File: src/rtl/ddfs_pkg.sv
// Shared types and constants for the DDFS sweep scheduler.
package ddfs_pkg;

    typedef enum logic {
        IDLE  = 1'b0,
        DWELL = 1'b1
    } state_t;

    localparam logic MODE_SINGLE = 1'b0;
    localparam logic MODE_LOOP   = 1'b1;

    localparam int FTW_W_DEF   = 16;
    localparam int DWELL_W_DEF = 16;

endpackage

File: src/rtl/ddfs_sweep_ctrl_dwell_timer.sv
// Dwell down-counter: load a value, count to zero while enabled, flag terminal count.
module dwell_timer #(
    parameter int DWELL_W = 16
) (
    input  logic               clk_in,
    input  logic               reset,
    input  logic               load,
    input  logic [DWELL_W-1:0] load_val,
    input  logic               en,
    output logic               expire
);

    logic [DWELL_W-1:0] count;

    assign expire = en && (count == '0);

    // Load takes priority; otherwise count down and stop at zero.
    always_ff @(posedge clk_in or posedge reset) begin
        if (reset) begin
            count <= '0;
        end else if (load) begin
            count <= load_val;
        end else if (en && (count != '0)) begin
            count <= count - 1'b1;
        end
    end

endmodule

File: src/rtl/ddfs_sweep_ctrl.sv
// Sweep scheduler: steps the tuning word from start to stop, one value per dwell period.
//
// state | meaning
// IDLE  | no sweep active, waiting for start
// DWELL | holding ftw_out; on terminal count step, reload (loop) or finish
module ddfs_sweep_ctrl
    import ddfs_pkg::*;
#(
    parameter int FTW_W   = FTW_W_DEF,
    parameter int DWELL_W = DWELL_W_DEF
) (
    input  logic               clk_in,
    input  logic               reset,
    input  logic               start,
    input  logic               abort,
    input  logic               mode,
    input  logic [FTW_W-1:0]   ftw_start,
    input  logic [FTW_W-1:0]   ftw_step,
    input  logic [FTW_W-1:0]   ftw_stop,
    input  logic [DWELL_W-1:0] dwell,
    output logic [FTW_W-1:0]   ftw_out,
    output logic               ftw_valid,
    output logic               busy,
    output logic               done
);

    localparam logic [DWELL_W-1:0] DWELL_ONE = DWELL_W'(1);

    state_t             state;
    logic               mode_q;
    logic [FTW_W-1:0]   start_q;
    logic [FTW_W-1:0]   step_q;
    logic [FTW_W-1:0]   stop_q;
    logic [DWELL_W-1:0] dwell_q;

    logic [DWELL_W-1:0] eff_dwell;
    logic [FTW_W:0]     sum;
    logic               pass_end;
    logic               go;
    logic               expire;
    logic               timer_load;
    logic [DWELL_W-1:0] timer_load_val;

    assign eff_dwell = (dwell == '0) ? DWELL_ONE : dwell;
    // Carry is kept so an overflowing step clamps to stop instead of wrapping.
    assign sum       = {1'b0, ftw_out} + {1'b0, step_q};
    assign pass_end  = (step_q == '0) || (ftw_out >= stop_q);
    assign go        = (state == IDLE) && start && !abort;

    // Reload on sweep start and on every terminal count that emits a new value.
    assign timer_load     = go || (expire && !abort && (!pass_end || (mode_q == MODE_LOOP)));
    assign timer_load_val = go ? (eff_dwell - DWELL_ONE) : (dwell_q - DWELL_ONE);

    dwell_timer #(
        .DWELL_W (DWELL_W)
    ) u_dwell_timer (
        .clk_in   (clk_in),
        .reset    (reset),
        .load     (timer_load),
        .load_val (timer_load_val),
        .en       (state == DWELL),
        .expire   (expire)
    );

    // Sweep FSM with shadow registers and registered outputs.
    always_ff @(posedge clk_in or posedge reset) begin
        if (reset) begin
            state     <= IDLE;
            mode_q    <= MODE_SINGLE;
            start_q   <= '0;
            step_q    <= '0;
            stop_q    <= '0;
            dwell_q   <= '0;
            ftw_out   <= '0;
            ftw_valid <= 1'b0;
            busy      <= 1'b0;
            done      <= 1'b0;
        end else begin
            ftw_valid <= 1'b0;
            done      <= 1'b0;
            case (state)
                IDLE: begin
                    if (go) begin
                        mode_q    <= mode;
                        start_q   <= ftw_start;
                        step_q    <= ftw_step;
                        stop_q    <= ftw_stop;
                        dwell_q   <= eff_dwell;
                        ftw_out   <= ftw_start;
                        ftw_valid <= 1'b1;
                        busy      <= 1'b1;
                        state     <= DWELL;
                    end
                end
                DWELL: begin
                    if (abort) begin
                        busy  <= 1'b0;
                        state <= IDLE;
                    end else if (expire) begin
                        if (!pass_end) begin
                            ftw_out   <= (sum >= {1'b0, stop_q}) ? stop_q : sum[FTW_W-1:0];
                            ftw_valid <= 1'b1;
                        end else begin
                            done <= 1'b1;
                            if (mode_q == MODE_SINGLE) begin
                                busy  <= 1'b0;
                                state <= IDLE;
                            end else begin
                                ftw_out   <= start_q;
                                ftw_valid <= 1'b1;
                            end
                        end
                    end
                end
            endcase
        end
    end

endmodule

File: config.mk
export PLATFORM = sky130hd
export DESIGN_NAME = ddfs_sweep_ctrl
export DESIGN_NICKNAME = d
export VERILOG_FILES = /design/src/rtl/ddfs_pkg.sv /design/src/rtl/ddfs_sweep_ctrl_dwell_timer.sv /design/src/rtl/ddfs_sweep_ctrl.sv
export SDC_FILE = /design/constraint.sdc
export NUM_CORES = 1
export LEC_CHECK = 0
export CAP_MARGIN = 40
export CORE_MARGIN = 1.5
export CORE_UTILIZATION = 56
export DETAILED_ROUTE_END_ITERATION = 16
export GPL_ROUTABILITY_DRIVEN = 0
export GPL_TIMING_DRIVEN = 0
export HOLD_SLACK_MARGIN = 0.08
export PLACE_DENSITY = 0.81
export SLEW_MARGIN = 10
export SYNTH_ARGS = -nofsm -noshare
export SYNTH_HDL_FRONTEND = slang
export SYNTH_SLANG_ARGS = --single-unit
export TNS_END_PERCENT = 50
File: constraint.sdc
create_clock -name clk_in -period 5.31 [get_ports clk_in]
set_input_delay 0.531 -clock clk_in [delete_from_list [all_inputs] [get_ports clk_in]]
set_output_delay 0.531 -clock clk_in [all_outputs]
set_load 0.01 [all_outputs]
-- Word-level counts from Yosys, hierarchy flattened
Cells that the tools add are included.
- $add $sub $neg: 4
- order comparisons: 2
- eq/ne operators: 7
- muxes and demuxes: 30
- bitwise operators: 1
- reduce and logical (&&, ||, !) cells: 19
- operators by type and width (operator ; number):
    16-bit 2-to-1 mux ; 10
    16-bit zero test ; 3
    16-bit by 1-bit subtractor with 16-bit output (second input constant) ; 3
    16-bit case mux with 2 select lines ; 1
    16-bit by 16-bit adder with 17-bit output ; 1
    17-bit by 16-bit greater-or-equal comparator with 1-bit output ; 1
    16-bit greater-or-equal comparator ; 1
    1-bit 2-to-1 mux ; 16
    16-bit nonzero test ; 1
    4-bit AND reduction ; 2
    1-bit logical AND ; 6
    3-bit by 2-bit inequality test with 1-bit output (second input constant) ; 2
    3-bit inequality test (second input constant) ; 2
    1-bit case mux with 2 select lines ; 3
    2-bit inequality test (second input constant) ; 2
    1-bit logical OR ; 3
    1-bit zero test ; 2
    2-bit by 1-bit inequality test with 1-bit output (second input constant) ; 1
    2-bit AND reduction ; 1
    2-bit nonzero test ; 1
    1-bit NOT ; 1
- register bits after elaboration: 101
- bits of input ports: 69
- output and inout bits: 19
- word-level logic and storage cells: 74

-- Longest topological paths before layout
Gate-level depths: netlist (run 1).
- word-level depth: 7
- mapped depth: 16
- mapped depth without buffers: 16

-- By module
A second synthesis (run 1) with hierarchy kept.
- cells, all modules: 730
- area, all modules: 6429.9 um2
- by module, submodules not included (module ; instances ; cells each ; area an instance (um2) ; seq. area each (um2)):
    ddfs_sweep_ctrl ; 1 ; 607 ; 5378.9 ; 2127.0
    dwell_timer ; 1 ; 123 ; 1051.0 ; 400.4

-- Least setup slack after synthesis (run 1)
No wires, ideal clock.
- path type: flip-flop to flip-flop
- start: reg ftw_out[6]
- end: reg ftw_out[2]
- setup time: 0.082 ns
- data arrival time: 3.977 ns
- data required time: 5.228 ns
- path slack: 1.251 ns
- stages on the path, launching flop included: 16
- buffers on the path: 0
- period minus slack after synthesis: 4.059 ns
- path through: dfrtp_1 ha_1 or3_1 nor3_1 a221oi_1 a2111oi_0 o21ai_0 nor2b_1 ha_1 nand2_1 nor4_1 o31ai_1 a31oi_1 a2111oi_0 a211o_1 a31oi_1
- word-level cells in the longest chain between the ends: 7
- elaborated cells on any way between the ends: 11
- those cells by class: 1 x add/sub; 2 x order compare; 1 x eq/ne; 5 x mux; 2 x reduce/logical
- RTL lines (what ; line ; source):
    start, declared ; ddfs_sweep_ctrl.sv:21 ; output logic [FTW_W-1:0] ftw_out,
    start signal, assigned ; ddfs_sweep_ctrl.sv:89 ; ftw_out <= ftw_start;
    start signal, assigned ; ddfs_sweep_ctrl.sv:101 ; ftw_out <= (sum >= {1'b0, stop_q}) ? stop_q : sum[FTW_W-1:0];
    start signal, assigned ; ddfs_sweep_ctrl.sv:109 ; ftw_out <= start_q;
    16-bit by 16-bit adder with 17-bit output ; ddfs_sweep_ctrl.sv:46 ; assign sum = {1'b0, ftw_out} + {1'b0, step_q};
    17-bit by 16-bit greater-or-equal comparator with 1-bit output ; ddfs_sweep_ctrl.sv:101 ;
    16-bit 2-to-1 mux ; ddfs_sweep_ctrl.sv:101 ;
    16-bit 2-to-1 mux ; ddfs_sweep_ctrl.sv:100 ; if (!pass_end) begin
    16-bit 2-to-1 mux ; ddfs_sweep_ctrl.sv:99 ; end else if (expire) begin
    16-bit 2-to-1 mux ; ddfs_sweep_ctrl.sv:96 ; if (abort) begin
    16-bit case mux with 2 select lines ; ddfs_sweep_ctrl.sv:81 ; case (state)
Parallel ways exist; a longest one is shown, timed or not. The select of a mux whose other input is x is not followed.
A chain may end at the register's enable or synchronous reset.

-- Final worst setup path (run 1)
- start: reg ftw_out[2]
- end: reg ftw_out[0]
Same word-level chain as after synthesis.

==> out/metrics.csv, run 1 <==
stage;metric;value;unit
status;status;finished, final reports clean;
timing;rsz0062_at_grt;false;
critical_path;crit_path_end_kind;register;
power;max-vdd-ir-drop;371;uV
clocking;postCtsSetupBuffers;0;
floorplan;die_y;110;um
synth;ys.flop_type;dfrtp_1;
critical_path;worstPathRequired;5.54;ns
clocking;cts_hold_buf;0;
clocking;path_clk_slew;0.07;ns
worst_hold_path;hp-class;register to register;
critical_path;criticalPathCategory;register to register;
finish;antenna_cells;0;
timing;worst_slew_pin_slew;0.818;ns
synth;synth_cells;738;
floorplan;rows;39;
critical_path;r2r-start;ftw_out[2];
routing;dr.pass1.iters;6;
clocking;cts-root-buf;clkbuf_16;
critical_path;critPathMaxFanout;6;
timing;skew;0.00756;ns
timing;fmax;201;MHz
synth;ys_seq_area_frac;0.391;
synth;synth_edf_count;0;
job;drv_cap;0;
routing;drc;0;
floorplan;die_area;12200;um^2
finish;drive_gt1_frac;0.0486;
synth;netlist_area;6470;um^2
clocking;post_cts_resized;0;
floorplan;start_util;0.572;
global_routing;grtUsageTotal;0.311;
timing;post-route-period-util;0.938;
finish;areaGrowthSynthToFinish;21.4;%
floorplan;die_x;110;um
placement;port_buffers;87;
clocking;cts-buffers-inserted;9;
global_routing;grt_pass1_wl;30300;um
routing;routed_wl;18700;um
critical_path;worstSetupStartpointType;register;
finish;finalNetCount;957;
global_routing;grt_max_degree;52;
critical_path;crit_start;ftw_out[2];
synth;async_flop_share;1.00;
routing;via_per_inst;6.20;
finish;final_util;0.694;
global_routing;antenna_found_initial;0;
clocking;clock_path_buffers;2;
critical_path;rr_endpoint;ftw_out[0];
timing;slew_headroom;0.453;
clocking;cts.sinks;101;
routing;vias;6112;
routing;drt_iter0_markers;595;
synth;syn_nets;857;
timing;fin_crit;4.98;ns
critical_path;worstPathArrival;5.21;ns
timing;finalHoldViolCount;0;
clocking;insertion_delay;0.36;ns
critical_path;worstRegToRegCells;15;
critical_path;regToRegSetupSlack;0.33;ns
routing;wire_per_inst;18.9;um
floorplan;io_pins;88;
global_routing;grt_pass1_vias;6090;
synth;syn-mean-instance-area;8.77;um^2
synth;ys_types;66;
power;cellLeakagePower;3.51;nW
timing;slew_violations;0;
timing;finalSetupViolCount;0;
power;power_density;484;nW/um^2
synth;synth-seq-cells;101;
placement;dp_hpwl;14000;um
critical_path;crit_end;ftw_out[0];
global_routing;grt_overflow;0;
timing;setup_tns;0;ns
synth;ys_warn_count;0;
clocking;tritoncts;done;
clocking;htreeDepth;3;
floorplan;core;11300;um^2
routing;postRouteAntennaNets;0;
-- cell type report --
class | count | area (um^2)
clock buffers | 9 | 225
inverters | 36 | 139
multi-input cells | 575 | 3700
fillers | 928 | 3470
well taps | 143 | 179
plain buffers | 26 | 110
repair buffers | 89 | 903
clock inverters | 7 | 72.6
flip-flops and latches | 101 | 2530
-- cells by family after synthesis --
kind of cell	share of synthesized area
and+or+nand+nor	0.187
AOI/OAI and AO/OA	0.213
DFF	0.391
buffers and inverters	0.0381
adders and majority gates	0.0979
xor gates and xnor gates	0.0487
muxes	0.0249
-- cell usage after synthesis (4+ instances only) --
cell | n | area (um^2)
o2111ai_1 | 7 | 61.3
a211o_1 | 4 | 35.0
a21oi_1 | 31 | 155
o21ai_1 | 8 | 40.0
o211a_1 | 7 | 70.1
a21o_1 | 10 | 75.1
mux2i_1 | 15 | 150
nor4_1 | 10 | 62.6
or3_1 | 6 | 37.5
o21a_1 | 4 | 30.0
dfrtp_1 | 101 | 2530
a211oi_1 | 9 | 67.6
xnor2_1 | 27 | 236
xor2_1 | 9 | 78.8
nand2_1 | 163 | 612
and2_1 | 5 | 31.3
nand4_1 | 6 | 37.5
or4_1 | 7 | 52.6
nor2_1 | 28 | 105
clkbuf_1 | 17 | 63.8
a2111oi_0 | 6 | 52.6
buf_2 | 4 | 20.0
nor3_1 | 18 | 90.1
a41oi_1 | 4 | 35.0
nand3_1 | 15 | 75.1
inv_1 | 35 | 131
ha_1 | 49 | 613
o211ai_1 | 7 | 52.6
o21ai_0 | 57 | 285
a31oi_1 | 5 | 31.3
a22oi_1 | 7 | 52.6
a21boi_0 | 7 | 52.6
-- stage by stage --
stage               worst slack, ns  power (mW)  instances  instance area [um^2]  hold slack (ns)
global placement              0.651        2.97        968                  7520            0.450
detailed placement            0.551        3.07        970                  7550            0.457
global route                 0.0603        4.04        986                  7850            0.491
finish                        0.330        3.80        986                  7850            0.472
CTS                           0.500        3.76        986                  7850            0.474
floorplan                      1.25        2.45        738                  6470            0.439
-- worst min path at each step --
| stage | startpoint | end | depth (start not counted) | slack [ns] |
|---|---|---|---|---|
| after floorplan | start_q[2] | start_q[2] | 2 | 0.44 |
| after global placement | start_q[2] | start_q[2] | 2 | 0.45 |
| after detailed placement | start_q[1] | start_q[1] | 2 | 0.46 |
| after CTS | start_q[1] | start_q[1] | 2 | 0.47 |
| after global routing | start_q[1] | start_q[1] | 2 | 0.49 |
| final | start_q[2] | start_q[2] | 2 | 0.47 |
-- registers in the layout (all words and copies together), names as in the netlist --
name                 count
dwell_q                 16
ftw_out                 16
start_q                 16
step_q                  16
stop_q                  16
u_dwell_timer.count     16
busy                     1
done                     1
ftw_valid                1
mode_q                   1
state                    1
-- worst max-delay path, cell delays in order (launching register included) --
cell and delay (ns):
dfrtp_1 0.47, ha_1 0.42, and3_1 0.25, a22oi_1 0.21, a221oi_1 0.19, a2111oi_0 0.61, o21ai_0 0.22, nor2b_1 0.18
ha_1 0.30, nand2_1 0.13, nor4_1 0.44, o31ai_1 0.18, a31oi_1 0.59, a2111oi_0 0.16, a211oi_1 0.38, o21ai_1 0.13
-- layout by cell type, fill, tap and decap left out, types with 5 or more instances in the layout --
cell type	netlist	layout
xor2_1	9	9
clkbuf_16	0	9
a21oi_1	31	31
or3_1	6	6
xnor2_1	27	27
nand4_1	6	6
a2111oi_0	6	6
a21boi_0	7	7
inv_1	35	34
o21ai_1	8	8
a22oi_1	7	7
mux2i_1	15	15
clkdlybuf4s50_1	0	87
nand2_1	163	163
o211a_1	7	7
o2111ai_1	7	7
nor4_1	10	10
a21o_1	10	10
and2_1	5	5
dfrtp_1	101	101
a211oi_1	9	9
o21ai_0	57	57
buf_2	4	5
nand3_1	15	15
nor2_1	28	28
clkbuf_1	17	17
or4_1	7	7
o211ai_1	7	7
nor3_1	18	18
ha_1	49	49
a31oi_1	5	5
-- power breakdown --
part           leakage, nW  switching, mW  internal (mW)  total [mW]
Sequential            1.23          0.186          0.950        1.14
Clock                0.142          0.313          0.368       0.680
Combinational         2.13           1.16          0.827        1.99
Total                 3.51           1.66           2.14        3.80
-- routing by layer --
metal	up-vias	share of wire	global-route usage
met4	0	0.042	0.130
met5	-	0	0
met2	285	0.44	0.480
li1	2856	-	-
met3	57	0.086	0.0686
met1	2914	0.43	0.426
(Power assumes the default switching activity.)
==> inputs of run 2 (changes only) <==
--- a/config.mk
+++ b/config.mk
@@ -12,7 +12,7 @@
 export GPL_ROUTABILITY_DRIVEN = 0
 export GPL_TIMING_DRIVEN = 0
 export HOLD_SLACK_MARGIN = 0.08
-export PLACE_DENSITY = 0.81
+export PLACE_DENSITY_LB_ADDON = 0.1
 export SLEW_MARGIN = 10
 export SYNTH_ARGS = -nofsm -noshare
 export SYNTH_HDL_FRONTEND = slang
==> out/metrics.csv, run 2 (synthesis results as in run 1) <==
stage;metric;value;unit
status;status;finished, final reports clean;
placement;pre_cts_slack;0.521;ns
routing;drc;0;
timing;slew_headroom;0.479;
timing;slew_violations;0;
global_routing;grt_overflow;0;
timing;post-route-period-util;0.920;
placement;port_buffers;87;
floorplan;die_y;110;um
routing;wire_per_inst;18.7;um
clocking;clock_path_buffers;2;
routing;dr.pass1.iters;4;
floorplan;die_x;110;um
finish;layout_commonest_cell;nand2_1;
timing;setup_tns;0;ns
timing;setup_slack;0.427;ns
timing;finalHoldViolCount;0;
floorplan;rows;39;
clocking;post_cts_resized;0;
floorplan;core;11300;um^2
critical_path;worstPathRequired;5.54;ns
timing;fmax;205;MHz
routing;routed_wl;18400;um
finish;areaGrowthSynthToFinish;21.5;%
clocking;cts_hold_buf;0;
power;max-vdd-ir-drop;308;uV
critical_path;worstPathArrival;5.11;ns
finish;drive_gt1_frac;0.0498;
worst_hold_path;hp-class;register to register;
critical_path;criticalPathCategory;register to register;
power;power_density;481;nW/um^2
timing;skew;0.00947;ns
floorplan;die_area;12200;um^2
finish;most-common-layout-cells;nand2_1, dfrtp_1, clkdlybuf4s50_1;
clocking;htreeDepth;3;
timing;worst_slew_pin_slew;0.779;ns
critical_path;critPathMaxFanout;8;
job;drv_cap;0;
placement;dp_hpwl;14100;um
critical_path;crit_path_end_kind;register;
timing;fin_crit;4.88;ns
global_routing;grt_max_degree;57;
timing;rsz0062_at_grt;false;
finish;antenna_cells;0;
global_routing;grt_pass1_wl;30200;um
routing;postRouteAntennaNets;0;
clocking;path_clk_slew;0.07;ns
floorplan;io_pins;88;
clocking;cts-buffers-inserted;9;
clocking;postCtsSetupBuffers;0;
clocking;tritoncts;done;
finish;final_util;0.694;
floorplan;start_util;0.572;
timing;finalSetupViolCount;0;
critical_path;worstSetupStartpointType;register;
power;cellLeakagePower;3.51;nW
global_routing;grt_pass1_vias;5935;
clocking;insertion_delay;0.36;ns
clocking;cts.sinks;101;
global_routing;antenna_found_initial;0;
routing;via_per_inst;6.16;
clocking;cts-root-buf;clkbuf_16;
routing;vias;6071;
routing;drt_iter0_markers;673;
finish;finalNetCount;957;
global_routing;grtUsageTotal;0.311;
[run 2: cell types whose count changed in the layout (fill, tap and decap cells not counted)]
cell / previous run / this run
a31oi_1: 5 / 4
a31oi_2: 1 / 2
[run 2: cell type report]
| type | count | area, um^2 |
|---|---|---|
| Inverter | 36 | 139 |
| Timing Repair Buffer | 89 | 903 |
| Clock inverter | 7 | 72.6 |
| Fill cell | 959 | 3460 |
| Buffer | 26 | 110 |
| Clock buffer | 9 | 225 |
| Multi-Input combinational cell | 575 | 3700 |
| Tap cell | 143 | 179 |
| Sequential cell | 101 | 2530 |
[run 2: metrics by stage]
stage	std cells	hold WS, ns	cell area, um^2	power (mW)
global placement	968	0.452	7520	2.98
detailed placement	970	0.457	7550	3.06
global route	986	0.507	7860	4.07
floorplan	738	0.439	6470	2.45
finish	986	0.475	7860	3.78
CTS	986	0.474	7850	3.75
[run 2: worst paths after layout]
| check | startpoint | endpoint | cells after the start | slack [ns] |
|---|---|---|---|---|
| worst max-delay path | ftw_out[6] | ftw_out[0] | 15 | 0.43 |
| worst min-delay path | start_q[8] | start_q[8] | 2 | 0.48 |
| worst max register to register | ftw_out[6] | ftw_out[0] | 15 | 0.43 |
| worst min register to register | start_q[8] | start_q[8] | 2 | 0.48 |
| max in group asynchronous | reset | step_q[7] | 3 | 4.00 |
| min in group asynchronous | reset | state | 2 | 0.61 |
[run 2: per-layer routing]
metal / GRT usage / vias up / routed length (um) / share of wire
met3: 0.0703 / 40 / 1520 / 0.083
met1: 0.451 / 2912 / 8350 / 0.45
met5: 0 / - / 0 / 0
met2: 0.458 / 254 / 8040 / 0.44
met4: 0.112 / 0 / 506 / 0.027
li1: - / 2865 / - / -
[run 2: power by group]
part,switching [mW],internal [mW]
sequential,0.189,0.950
combinational,1.14,0.825
clock,0.309,0.367
total,1.64,2.14
[run 2: worst max-delay path: stages, from the launching register on]
cell and delay, ns:
dfrtp_1 0.46, ha_1 0.30, or3_1 0.44, nor3_1 0.19, a221oi_1 0.17, a2111oi_0 0.61, o21ai_0 0.21, nor2b_1 0.17
ha_1 0.29, nand2_1 0.14, a21oi_1 0.07, a211oi_1 0.43, a31o_2 0.34, o211ai_1 0.36, a211oi_1 0.45, o21ai_1 0.12
